`config.mk`:
```
export PLATFORM = sky130hd
export DESIGN_NAME = multicycle_control_flat
export DESIGN_NICKNAME = d
export VERILOG_FILES = /design/src/rtl/multicycle_control_if.sv /design/src/rtl/multicycle_control.sv /design/src/flat_wrapper.sv
export SDC_FILE = /design/constraint.sdc
export NUM_CORES = 1
export LEC_CHECK = 0
export CORE_UTILIZATION = 35
export DETAILED_ROUTE_END_ITERATION = 6
export DONT_BUFFER_PORTS = 1
export GPL_ROUTABILITY_DRIVEN = 0
export SYNTH_ARGS = -nofsm -noshare
export SYNTH_HDL_FRONTEND = slang
export SYNTH_SLANG_ARGS = --single-unit
```
`constraint.sdc`:
```
create_clock -name clock -period 2.01 [get_ports clock]
set_clock_uncertainty 0.05 [all_clocks]
set_input_delay 0.402 -clock clock [delete_from_list [all_inputs] [get_ports clock]]
set_output_delay 0.402 -clock clock [all_outputs]
set_load 0.02 [all_outputs]
```
`src/rtl/multicycle_control_if.sv`:
```
// Control/status bundle between the multicycle sequencer and the RV32I datapath.
interface multicycle_control_if;
  logic [6:0] opcode;
  logic       zero;
  logic       mem_ready;
  logic       pc_write;
  logic       pc_source;
  logic       ir_write;
  logic       iord;
  logic       mem_read;
  logic       mem_write;
  logic       reg_write;
  logic       mem_to_reg;
  logic [1:0] alu_src_a;
  logic [1:0] alu_src_b;
  logic [1:0] alu_op;
  logic [2:0] state;
  logic       instr_done;
  logic       illegal;
  logic       mem_error;

  modport master (
    input  opcode, zero, mem_ready,
    output pc_write, pc_source, ir_write, iord, mem_read, mem_write,
           reg_write, mem_to_reg, alu_src_a, alu_src_b, alu_op, state,
           instr_done, illegal, mem_error
  );

  modport slave (
    output opcode, zero, mem_ready,
    input  pc_write, pc_source, ir_write, iord, mem_read, mem_write,
           reg_write, mem_to_reg, alu_src_a, alu_src_b, alu_op, state,
           instr_done, illegal, mem_error
  );
endinterface

```
`src/rtl/multicycle_control.sv`:
```
// Sequencing FSM for the multicycle RV32I datapath (R, I-ALU, lw, sw, beq):
// FETCH/DECODE/EXEC/MEM/WB with memory-ready waits and a timeout HALT.
module multicycle_control #(
  parameter int unsigned TIMEOUT = 15,
  parameter int unsigned CNT_W   = 4
) (
  input logic                  clock,
  input logic                  reset,
  multicycle_control_if.master bus
);

  typedef enum logic [2:0] {
    FETCH  = 3'd0,
    DECODE = 3'd1,
    EXEC   = 3'd2,
    MEM    = 3'd3,
    WB     = 3'd4,
    HALT   = 3'd5
  } state_e;

  typedef enum logic [2:0] {
    C_NOP  = 3'd0,
    C_R    = 3'd1,
    C_IALU = 3'd2,
    C_LW   = 3'd3,
    C_SW   = 3'd4,
    C_BEQ  = 3'd5
  } class_e;

  state_e           state_q, state_d;
  class_e           cls_q, cls_d;
  logic [CNT_W-1:0] cnt_q, cnt_d;
  logic             mem_error_q, mem_error_d;
  logic             waiting;
  class_e           dec_cls;

  always_ff @(posedge clock) begin
    if (reset) begin
      state_q     <= FETCH;
      cls_q       <= C_NOP;
      cnt_q       <= '0;
      mem_error_q <= 1'b0;
    end else begin
      state_q     <= state_d;
      cls_q       <= cls_d;
      cnt_q       <= cnt_d;
      mem_error_q <= mem_error_d;
    end
  end

  always_comb begin
    dec_cls = C_NOP;
    case (bus.opcode)
      7'b0110011: dec_cls = C_R;
      7'b0010011: dec_cls = C_IALU;
      7'b0000011: dec_cls = C_LW;
      7'b0100011: dec_cls = C_SW;
      7'b1100011: dec_cls = C_BEQ;
      default:    dec_cls = C_NOP;
    endcase
  end

  always_comb begin
    state_d = state_q;
    cls_d   = cls_q;
    waiting = 1'b0;
    case (state_q)
      FETCH: begin
        if (bus.mem_ready)                    state_d = DECODE;
        else if (cnt_q == CNT_W'(TIMEOUT))    state_d = HALT;
        else                                  waiting = 1'b1;
      end
      DECODE: begin
        cls_d   = dec_cls;
        state_d = (dec_cls == C_NOP) ? FETCH : EXEC;
      end
      EXEC: begin
        case (cls_q)
          C_R, C_IALU: state_d = WB;
          C_LW, C_SW:  state_d = MEM;
          default:     state_d = FETCH;
        endcase
      end
      MEM: begin
        if (bus.mem_ready)                    state_d = (cls_q == C_LW) ? WB : FETCH;
        else if (cnt_q == CNT_W'(TIMEOUT))    state_d = HALT;
        else                                  waiting = 1'b1;
      end
      WB:      state_d = FETCH;
      HALT:    state_d = HALT;
      default: state_d = FETCH;
    endcase

    // Counter restarts on any transition; it saturates rather than wrapping.
    cnt_d = cnt_q;
    if (state_d != state_q)          cnt_d = '0;
    else if (waiting && cnt_q != '1) cnt_d = cnt_q + 1'b1;

    mem_error_d = mem_error_q | ((state_d == HALT) && (state_q != HALT));
  end

  always_comb begin
    bus.pc_write   = 1'b0;
    bus.pc_source  = 1'b0;
    bus.ir_write   = 1'b0;
    bus.iord       = 1'b0;
    bus.mem_read   = 1'b0;
    bus.mem_write  = 1'b0;
    bus.reg_write  = 1'b0;
    bus.mem_to_reg = 1'b0;
    bus.alu_src_a  = 2'b00;
    bus.alu_src_b  = 2'b00;
    bus.alu_op     = 2'b00;
    bus.instr_done = 1'b0;
    bus.illegal    = 1'b0;
    bus.mem_error  = mem_error_q;
    case (state_q)
      FETCH: begin
        bus.mem_read  = 1'b1;
        bus.alu_src_b = 2'b01;
        bus.ir_write  = bus.mem_ready;
        bus.pc_write  = bus.mem_ready;
      end
      DECODE: begin
        bus.alu_src_b = 2'b10;
        if (dec_cls == C_NOP) begin
          bus.illegal    = 1'b1;
          bus.instr_done = 1'b1;
        end
      end
      EXEC: begin
        bus.alu_src_a = 2'b01;
        case (cls_q)
          C_R:         bus.alu_op = 2'b10;
          C_IALU: begin
            bus.alu_src_b = 2'b10;
            bus.alu_op    = 2'b10;
          end
          C_LW, C_SW:  bus.alu_src_b = 2'b10;
          C_BEQ: begin
            bus.alu_op     = 2'b01;
            bus.pc_source  = 1'b1;
            bus.pc_write   = bus.zero;
            bus.instr_done = 1'b1;
          end
          default: ;
        endcase
      end
      MEM: begin
        bus.iord       = 1'b1;
        bus.mem_read   = (cls_q == C_LW);
        bus.mem_write  = (cls_q == C_SW);
        bus.instr_done = (cls_q == C_SW) && bus.mem_ready;
      end
      WB: begin
        bus.reg_write  = 1'b1;
        bus.mem_to_reg = (cls_q == C_LW);
        bus.instr_done = 1'b1;
      end
      default: ;
    endcase

    // Reset suppresses every strobe so no partial PC/register/memory write escapes.
    if (reset) begin
      bus.pc_write   = 1'b0;
      bus.pc_source  = 1'b0;
      bus.ir_write   = 1'b0;
      bus.iord       = 1'b0;
      bus.mem_read   = 1'b0;
      bus.mem_write  = 1'b0;
      bus.reg_write  = 1'b0;
      bus.mem_to_reg = 1'b0;
      bus.alu_src_a  = 2'b00;
      bus.alu_src_b  = 2'b00;
      bus.alu_op     = 2'b00;
      bus.instr_done = 1'b0;
      bus.illegal    = 1'b0;
      bus.mem_error  = 1'b0;
    end
  end

  assign bus.state = state_q;

endmodule
```
`src/flat_wrapper.sv`:
```
// flat-port wrapper written by rule: the top's interface ports become plain ports
module multicycle_control_flat 
#(
  parameter int unsigned TIMEOUT = 15,
  parameter int unsigned CNT_W   = 4
)
  (clock, reset, bus_opcode, bus_zero, bus_mem_ready, bus_pc_write, bus_pc_source, bus_ir_write, bus_iord, bus_mem_read, bus_mem_write, bus_reg_write, bus_mem_to_reg, bus_alu_src_a, bus_alu_src_b, bus_alu_op, bus_state, bus_instr_done, bus_illegal, bus_mem_error);
  multicycle_control_if bus_i ();
  input logic clock;
  input logic reset;
  input wire logic [$bits(bus_i.opcode)-1:0] bus_opcode;
  input wire logic [$bits(bus_i.zero)-1:0] bus_zero;
  input wire logic [$bits(bus_i.mem_ready)-1:0] bus_mem_ready;
  output wire logic [$bits(bus_i.pc_write)-1:0] bus_pc_write;
  output wire logic [$bits(bus_i.pc_source)-1:0] bus_pc_source;
  output wire logic [$bits(bus_i.ir_write)-1:0] bus_ir_write;
  output wire logic [$bits(bus_i.iord)-1:0] bus_iord;
  output wire logic [$bits(bus_i.mem_read)-1:0] bus_mem_read;
  output wire logic [$bits(bus_i.mem_write)-1:0] bus_mem_write;
  output wire logic [$bits(bus_i.reg_write)-1:0] bus_reg_write;
  output wire logic [$bits(bus_i.mem_to_reg)-1:0] bus_mem_to_reg;
  output wire logic [$bits(bus_i.alu_src_a)-1:0] bus_alu_src_a;
  output wire logic [$bits(bus_i.alu_src_b)-1:0] bus_alu_src_b;
  output wire logic [$bits(bus_i.alu_op)-1:0] bus_alu_op;
  output wire logic [$bits(bus_i.state)-1:0] bus_state;
  output wire logic [$bits(bus_i.instr_done)-1:0] bus_instr_done;
  output wire logic [$bits(bus_i.illegal)-1:0] bus_illegal;
  output wire logic [$bits(bus_i.mem_error)-1:0] bus_mem_error;
  assign bus_i.opcode = bus_opcode;
  assign bus_i.zero = bus_zero;
  assign bus_i.mem_ready = bus_mem_ready;
  assign bus_pc_write = bus_i.pc_write;
  assign bus_pc_source = bus_i.pc_source;
  assign bus_ir_write = bus_i.ir_write;
  assign bus_iord = bus_i.iord;
  assign bus_mem_read = bus_i.mem_read;
  assign bus_mem_write = bus_i.mem_write;
  assign bus_reg_write = bus_i.reg_write;
  assign bus_mem_to_reg = bus_i.mem_to_reg;
  assign bus_alu_src_a = bus_i.alu_src_a;
  assign bus_alu_src_b = bus_i.alu_src_b;
  assign bus_alu_op = bus_i.alu_op;
  assign bus_state = bus_i.state;
  assign bus_instr_done = bus_i.instr_done;
  assign bus_illegal = bus_i.illegal;
  assign bus_mem_error = bus_i.mem_error;
  multicycle_control #(.TIMEOUT(TIMEOUT), .CNT_W(CNT_W)) u_core (.clock(clock), .reset(reset), .bus(bus_i));
endmodule
```
# == Word level (Yosys, flattened, before mapping) ==
# Cells that the tools add are included.
# totals
reg_bits,11
wordCells,79
# classes
n_addsub,1
eq_ne,20
mux,43
bitwise,1
reduce_logical,10
# op_table
op,n
3-bit one-hot mux with 5 select lines,2
1-bit 2-to-1 mux,26
3-bit equality test (second input constant),5
7-bit by 6-bit equality test with 1-bit output (second input constant),2
3-bit by 2-bit equality test with 1-bit output (second input constant),4
3-bit 2-to-1 mux,4
2-bit 2-to-1 mux,5
2-bit OR reduction,4
7-bit by 2-bit equality test with 1-bit output (second input constant),1
7-bit by 5-bit equality test with 1-bit output (second input constant),1
7-bit equality test (second input constant),1
3-bit by 1-bit equality test with 1-bit output (second input constant),2
3-bit logical NOT,2
2-bit one-hot mux with 3 select lines,1
3-bit one-hot mux with 2 select lines,1
4-bit by 1-bit adder with 4-bit output (second input constant),1
4-bit equality test (second input constant),1
4-bit inequality test (second input constant),1
1-bit one-hot mux with 2 select lines,2
1-bit one-hot mux with 4 select lines,1
2-bit one-hot mux with 2 select lines,1
1-bit logical AND,3
3-bit inequality test,1
3-bit inequality test (second input constant),1
2 further kinds,2

# == Depth between registers and ports, before layout ==
# logic_depth
word_depth,8
ltp_mapped,6

# == Least setup slack after synthesis ==
# OpenSTA, ideal clock, no wires.
# synth_timing
path_type,register -> output
start,"register u_core.state_q[0], in the netlist u_core.bus.state[0]"
end,output port bus_mem_to_reg
arrival_time_ns,1.966
required_ns,1.558
slack_ns,-0.408
path_stages_with_launch,5
n_path_buf,2
cell_sequence,dfxtp_1 -> buf_6 -> clkbuf_1 -> nor4b_1 -> nor2b_1
# synth_between
elab_chain_cells,3
# synth_rtl
element,line_no,source
"start, declared",multicycle_control.sv:30,"state_e state_q, state_d;"
"start signal, assigned",multicycle_control.sv:44,state_q <= state_d;
3-bit equality test,multicycle_control.sv:117,case (state_q)
1-bit 2-to-1 mux,multicycle_control.sv:117,
1-bit 2-to-1 mux,multicycle_control.sv:164,if (reset) begin
"end, declared",flat_wrapper.sv:21,output wire logic [$bits(bus_i.mem_to_reg)-1:0] bus_mem_to_reg;
# No other way between the ends.

# == Final worst setup path ==
# layout_timing
start,"register u_core.state_q[2], in the netlist u_core.bus.state[2]"
end,output port bus_instr_done
# layout_between
elab_chain_cells,3
word_cells_on_any_way,6
classes_between,eq/ne: 4; mux: 2
# layout_rtl
element,line_no,source
"3-bit equality test, or another cell as far along",multicycle_control.sv:117,
1-bit one-hot mux with 4 select lines (*),multicycle_control.sv:117,
1-bit 2-to-1 mux (*),multicycle_control.sv:164,
"end, declared",flat_wrapper.sv:26,output wire logic [$bits(bus_i.instr_done)-1:0] bus_instr_done;
# Every way passes the cells marked *; elsewhere a longest branch is shown, timed or not.

==> impl_metrics.yaml <==
run_status:
  outcome: "complete, no violations"
critical_path:
  rr_worst_depth: 5
  cp.arrival_ns: 1.52
  reg2reg_slack_ns: 0.25
  cp_max_fo: 8
  worstPathRequired_ns: 1.56
  critical_path_class: "reg2out"
  reg2reg_from: "u_core.bus.state[0]$_SDFF_PP0_"
  critical_path.endpoint_type: "primary output"
  r2r-end: "u_core.cnt_q[3]$_SDFFE_PP0P_"
  crit_path_start_kind: "flop"
pwr:
  total_power_w: 0.000463
  p_leak_nw: 0.454
  power.switching_w: 0.000129
  p_per_area_mw_per_mm2: 398
  switching_share_pct: 27.9
  clockPowerShare_pct: 32.9
  peakVddDrop_mv: 0.527
  p_seq_share_pct: 48.0
  internal_power_w: 0.000334
  p_comb_share_pct: 19.1
yosys:
  dominantRegCellSynth: "dfxtp_1"
  yosysSeqAreaShare_pct: 24.3
  ys_ff_latch: 11
  synth.top_cells.by_area: "dfxtp_1, nor2_1, mux2i_1"
  ys_types: 41
  synth_area_leader_cell: "dfxtp_1"
  syn_nets: 136
  async_flop_share_pct: 0
  syn_avg_cell_area_um2: 7.32
  synthCells: 124
  synth_top_area_share_pct: 24.3
  yosys_warnings: 0
  synth-edff-count: 0
  syn_area_um2: 907
drt:
  vias: 968
  drt_iter0_markers: 16
  wl_mm: 2.31
  avgRoutedWirePerCell_um: 13.6
  antenna_left: 0
  viasPerCell: 5.69
  drc: 0
  drt_pass1_iterations: 7
final_layout:
  drive_gt1_share_pct: 33.6
  n_antenna_cell: 0
  fin_cells: 170
  area_growth_pct: 28.4
  final_util_pct: 47.5
  layout_commonest_cell: "buf_4"
  final.fill_count: 262
  final_nets: 153
  final_cell_mix: "buf_4, nor2_1, nand2_1"
clocking:
  cts_sinks: 11
  htreeDepth: 1
  cts_buffers: 3
  tritoncts: "built"
  holdBufCountCts: 0
  cts_max_path_buffers: 2
  path_clk_slew_ns: 0.07
  clk-insertion-delay-late_ns: 0.27
  clockRootBuffer: "clkbuf_4"
global_route:
  grt_pass1_vias: 915
  grt_overflow_total: 0
  grt_pass1_wl_mm: 3.77
  grt_max_degree: 17
  antenna_found_initial: 0
  grt_use_total_pct: 18.0
sta:
  fmax_mhz: 507
  min_period_over_period_pct: 98.2
  setup_viol: 0
  hold_ws_ns: 0.135
  slew_violations: 0
  timing.final.crit_period_ns: 1.97
  rsz0062_at_grt: "true"
  finalHoldViolations: 0
  tns_ns: 0
job:
  maxCapViolations: 0
die:
  start_util_pct: 37.0
  rows: 18
  die_y_um: 52.9
  pin_count: 31
  dieArea_mm2: 0.00280
  core_mm2: 0.00245
  dieWidth_um: 52.9
hold_path:
  holdPathStages: 1
  hold_path_class: "in2reg"
  hp-start: "reset"
  hold_end: "u_core.bus.state[2]$_SDFF_PP0_"
placed_design:
  dp_hpwl_mm: 1.78
  dp.cells: 163
  io_buffers: 0
[repair_timing]
action	CTS	global route
cloned	0	0
buffers inserted	2	1
resized for setup	9	7
pin swaps	2	3
endpoints found under the setup margin	4	6
[power by group through the flow]
stage	registers (W)	logic (W)	clock network, W
2_1_floorplan	0.000230	0.0000679	0
3_3_place_gp	0.000231	0.0000766	0
3_5_place_dp	0.000231	0.0000783	0
4_1_cts	0.000222	0.0000869	0.000158
5_1_grt	0.000223	0.0000960	0.000169
6_report	0.000222	0.0000884	0.000153
[worst max-delay path: stages, from the launching register on]
cell	delay, ns
dfxtp_4	0.38
or3b_4	0.40
or2_4	0.26
a31oi_4	0.21
[stage by stage]
stage | setup WS [ns] | area, um2
2_1_floorplan | 0.000630 | 948
3_3_place_gp | 0.140 | 1070
3_5_place_dp | 0.102 | 1070
4_1_cts | 0.00134 | 1140
5_1_grt | -0.00348 | 1160
6_report | 0.0359 | 1160
[worst max-delay path by stage]
stage / start / endpoint / slack, ns / depth (start not counted)
after floorplan: u_core.bus.state[2]$_SDFF_PP0_ / bus_illegal / 0.0006 / 5
after global routing: u_core.bus.state[2]$_SDFF_PP0_ / bus_instr_done / -0.003 / 3
final: u_core.bus.state[2]$_SDFF_PP0_ / bus_instr_done / 0.04 / 3
after CTS: u_core.cls_q[0]$_SDFFE_PP0P_ / bus_alu_src_b[1] / 0.001 / 5
after global placement: bus_opcode[3] / bus_instr_done / 0.14 / 4
after detailed placement: bus_opcode[3] / bus_instr_done / 0.10 / 4
[state kept, by name, summed over array words and instances, names as in the netlist]
signal,flops
u_core.cnt_q,4
u_core.bus.state,3
u_core.cls_q,3
u_core.mem_error_q,1
[metal layers]
metal / share of wire [%] / global-route usage (%)
met5: 0 / 0
met1: 44 / 21.1
met4: 0.52 / 4.39
met3: 6.0 / 5.75
met2: 50 / 31.4
[logic make-up (layout without fill, tap and decap cells)]
group | count (synthesis) | in the layout | share of synthesized area, %
buf+inv | 15 | 31 | 8.69
fa+ha+maj | 1 | 1 | 1.38
mux | 5 | 5 | 5.52
simple gates | 63 | 63 | 38.3
flops | 11 | 11 | 24.3
compound gates | 24 | 24 | 17.5
xor+xnor | 4 | 4 | 3.86
other cells | 1 | 1 | 0.413
[synth_stat cells (2+ instances only)]
cell type  count
nand2_1        8
mux2i_1        5
buf_6          2
clkbuf_1       5
buf_2          3
o21ai_0        5
inv_1          4
a211oi_1       2
nand4_1        2
or3_1          4
nand3_1        6
nand2b_1       4
nand3b_1       2
nor3_1         4
dfxtp_1       11
or3b_1         2
a21oi_1        5
xor2_1         2
a31oi_1        4
nor2_1        15
nor2b_1        5
a22oi_1        2
and3_1         2
nor4_1         2
xnor2_1        2
[layout make-up]
class	count	area, um2	area share (%)
multi-input cells	98	683	58.6
clock buffers	4	26.3	2.26
well taps	30	37.5	3.22
repair buffers	23	173	14.8
flip-flops and latches	11	230	19.8
inverters	4	15.0	1.29
Power figures use the tool's default switching activity.
==> variant: new RTL, same settings <==
Encoding of `class_e`: now one-hot (6 bits for 6 values).
--- a/src/rtl/multicycle_control.sv
+++ b/src/rtl/multicycle_control.sv
@@ -18,13 +18,13 @@
     HALT   = 3'd5
   } state_e;
 
-  typedef enum logic [2:0] {
-    C_NOP  = 3'd0,
-    C_R    = 3'd1,
-    C_IALU = 3'd2,
-    C_LW   = 3'd3,
-    C_SW   = 3'd4,
-    C_BEQ  = 3'd5
+  typedef enum logic [5:0] {
+    C_NOP  = 6'b000001,
+    C_R    = 6'b000010,
+    C_IALU = 6'b000100,
+    C_LW   = 6'b001000,
+    C_SW   = 6'b010000,
+    C_BEQ  = 6'b100000
   } class_e;
 
   state_e           state_q, state_d;
Behaviour: no difference found for any inputs over 10 cycles, from zero or initial values and one cycle with reset high; not proved beyond that.
==> variant against the unedited design <==
- the run now ends with setup timing left
- design area up 9.1%
- total power up 17%
- routed wire length up 17%
- worst setup slack worse by 0.55 ns
- sequential power up 27%
- final cell count up 7.1%
- via count up 7.9%
- sequential cell count up 3
- combinational power up 2.3%
- area after synthesis up 11%
- synthesized cell count up 8.1%
- die area up 11%
==> variant: results (changes against the unedited design) <==
Tot GR Track Use=18.4% (+0.35 points); Hold EP=u_core.bus.state[0]; initial drt markers=41 (+25); Fillers=267 (+1.9%); dpl ws=-0.217 ns (-0.319 ns); area of the multi-input gates=731 µm² (+7.0%); syn nets=146 (+7.4%); Reg2Reg Setup Slack=0.16 ns (-0.09 ns); dominant cells by area after synthesis=dfxtp_1 28%, nor2_1 9.7%, nor3_1 4.0%; share of post-route cells with drive strength above 1=29.1% (-4.4 points); sequential logic power=0.281 mW (+27%); placement-stage cell area=1180 µm² (+9.8%); LEAKAGE=0.485 nW (+6.9%); failing checks=setup timing; grt met3 use=6.05% (+0.30 points); Worst EP arrival=2.07 ns (+0.55 ns); met2 Resource Use GR=29.3% (-2.2 points); routed vias=1044 (+7.9%); Crit Path Max Fanout=2 (-6); status=finished, violations left; Finish-stage setup viols=6 (+6); mux cell area share after synthesis=1.98% (-3.5 points); Seq/Total Area, Yosys=27.8% (+3.5 points); max reg flops=6 (+2); dpl hpwl=1980 µm (+11%); worst setup margin=-0.509 ns (-0.545 ns); Mean Syn Cell Area=7.54 µm² (+3.0%); Pint=0.391 mW (+17%); Sequential Power Share=51.9% (+3.9 points); Layout Nets=164 (+7.2%); largest net degree at the start of global routing=23 (+6); final WL=2710 µm (+17%); Hold WS=0.122 ns (-0.0132 ns); CP endpoint=bus_pc_write; power share of the combinational group=16.7% (-2.4 points); Post-Synth XOR/XNOR Area=3.47% (-0.39 points); grt met1 use=23.2% (+2.1 points); post-CTS sizing=4 (-5); crit path from=u_core.bus.state[1]; Register-to-Register Path Depth=6 (+1); vias in the first global route=1000 (+9.3%); Adder-Cell Fraction of Synth Area=1.24% (-0.14 points); hold path startpoint=reset
==> variant: worst max-delay path: stages, from the launching register on <==
cell,delay (ns)
dfxtp_4,0.35
or3b_4,0.37
or3_4,0.34
nand4bb_4,0.21
a2bb2oi_2,0.16
nor4_4,0.19
buf_4,0.17
==> variant: final cells by class <==
| cell class | instances | area share (%) |
|---|---|---|
| Tap cell | 31 | 3.05 |
| Sequential cell | 14 | 22.6 |
| Clock buffer | 4 | 2.07 |
| Multi-Input combinational cell | 106 | 57.5 |
| Timing Repair Buffer | 21 | 13.0 |
| Inverter | 6 | 1.77 |
==> variant: per-layer routing <==
metal	up-vias	share of wire (%)	wire length (µm)
li1	516	-	-
met1	487	44	1200
met2	36	47	1280
met3	5	7.2	195
met4	0	1.6	43
met5	-	0	0
==> variant: logic make-up (layout without fill, tap and decap cells) <==
logic type,count (synthesis),count (layout)
xor+xnor,4,4
simple gates,70,70
mux,2,2
compound gates,28,28
buf+inv,14,31
fa+ha+maj,1,1
other cells,1,1
flops,14,14
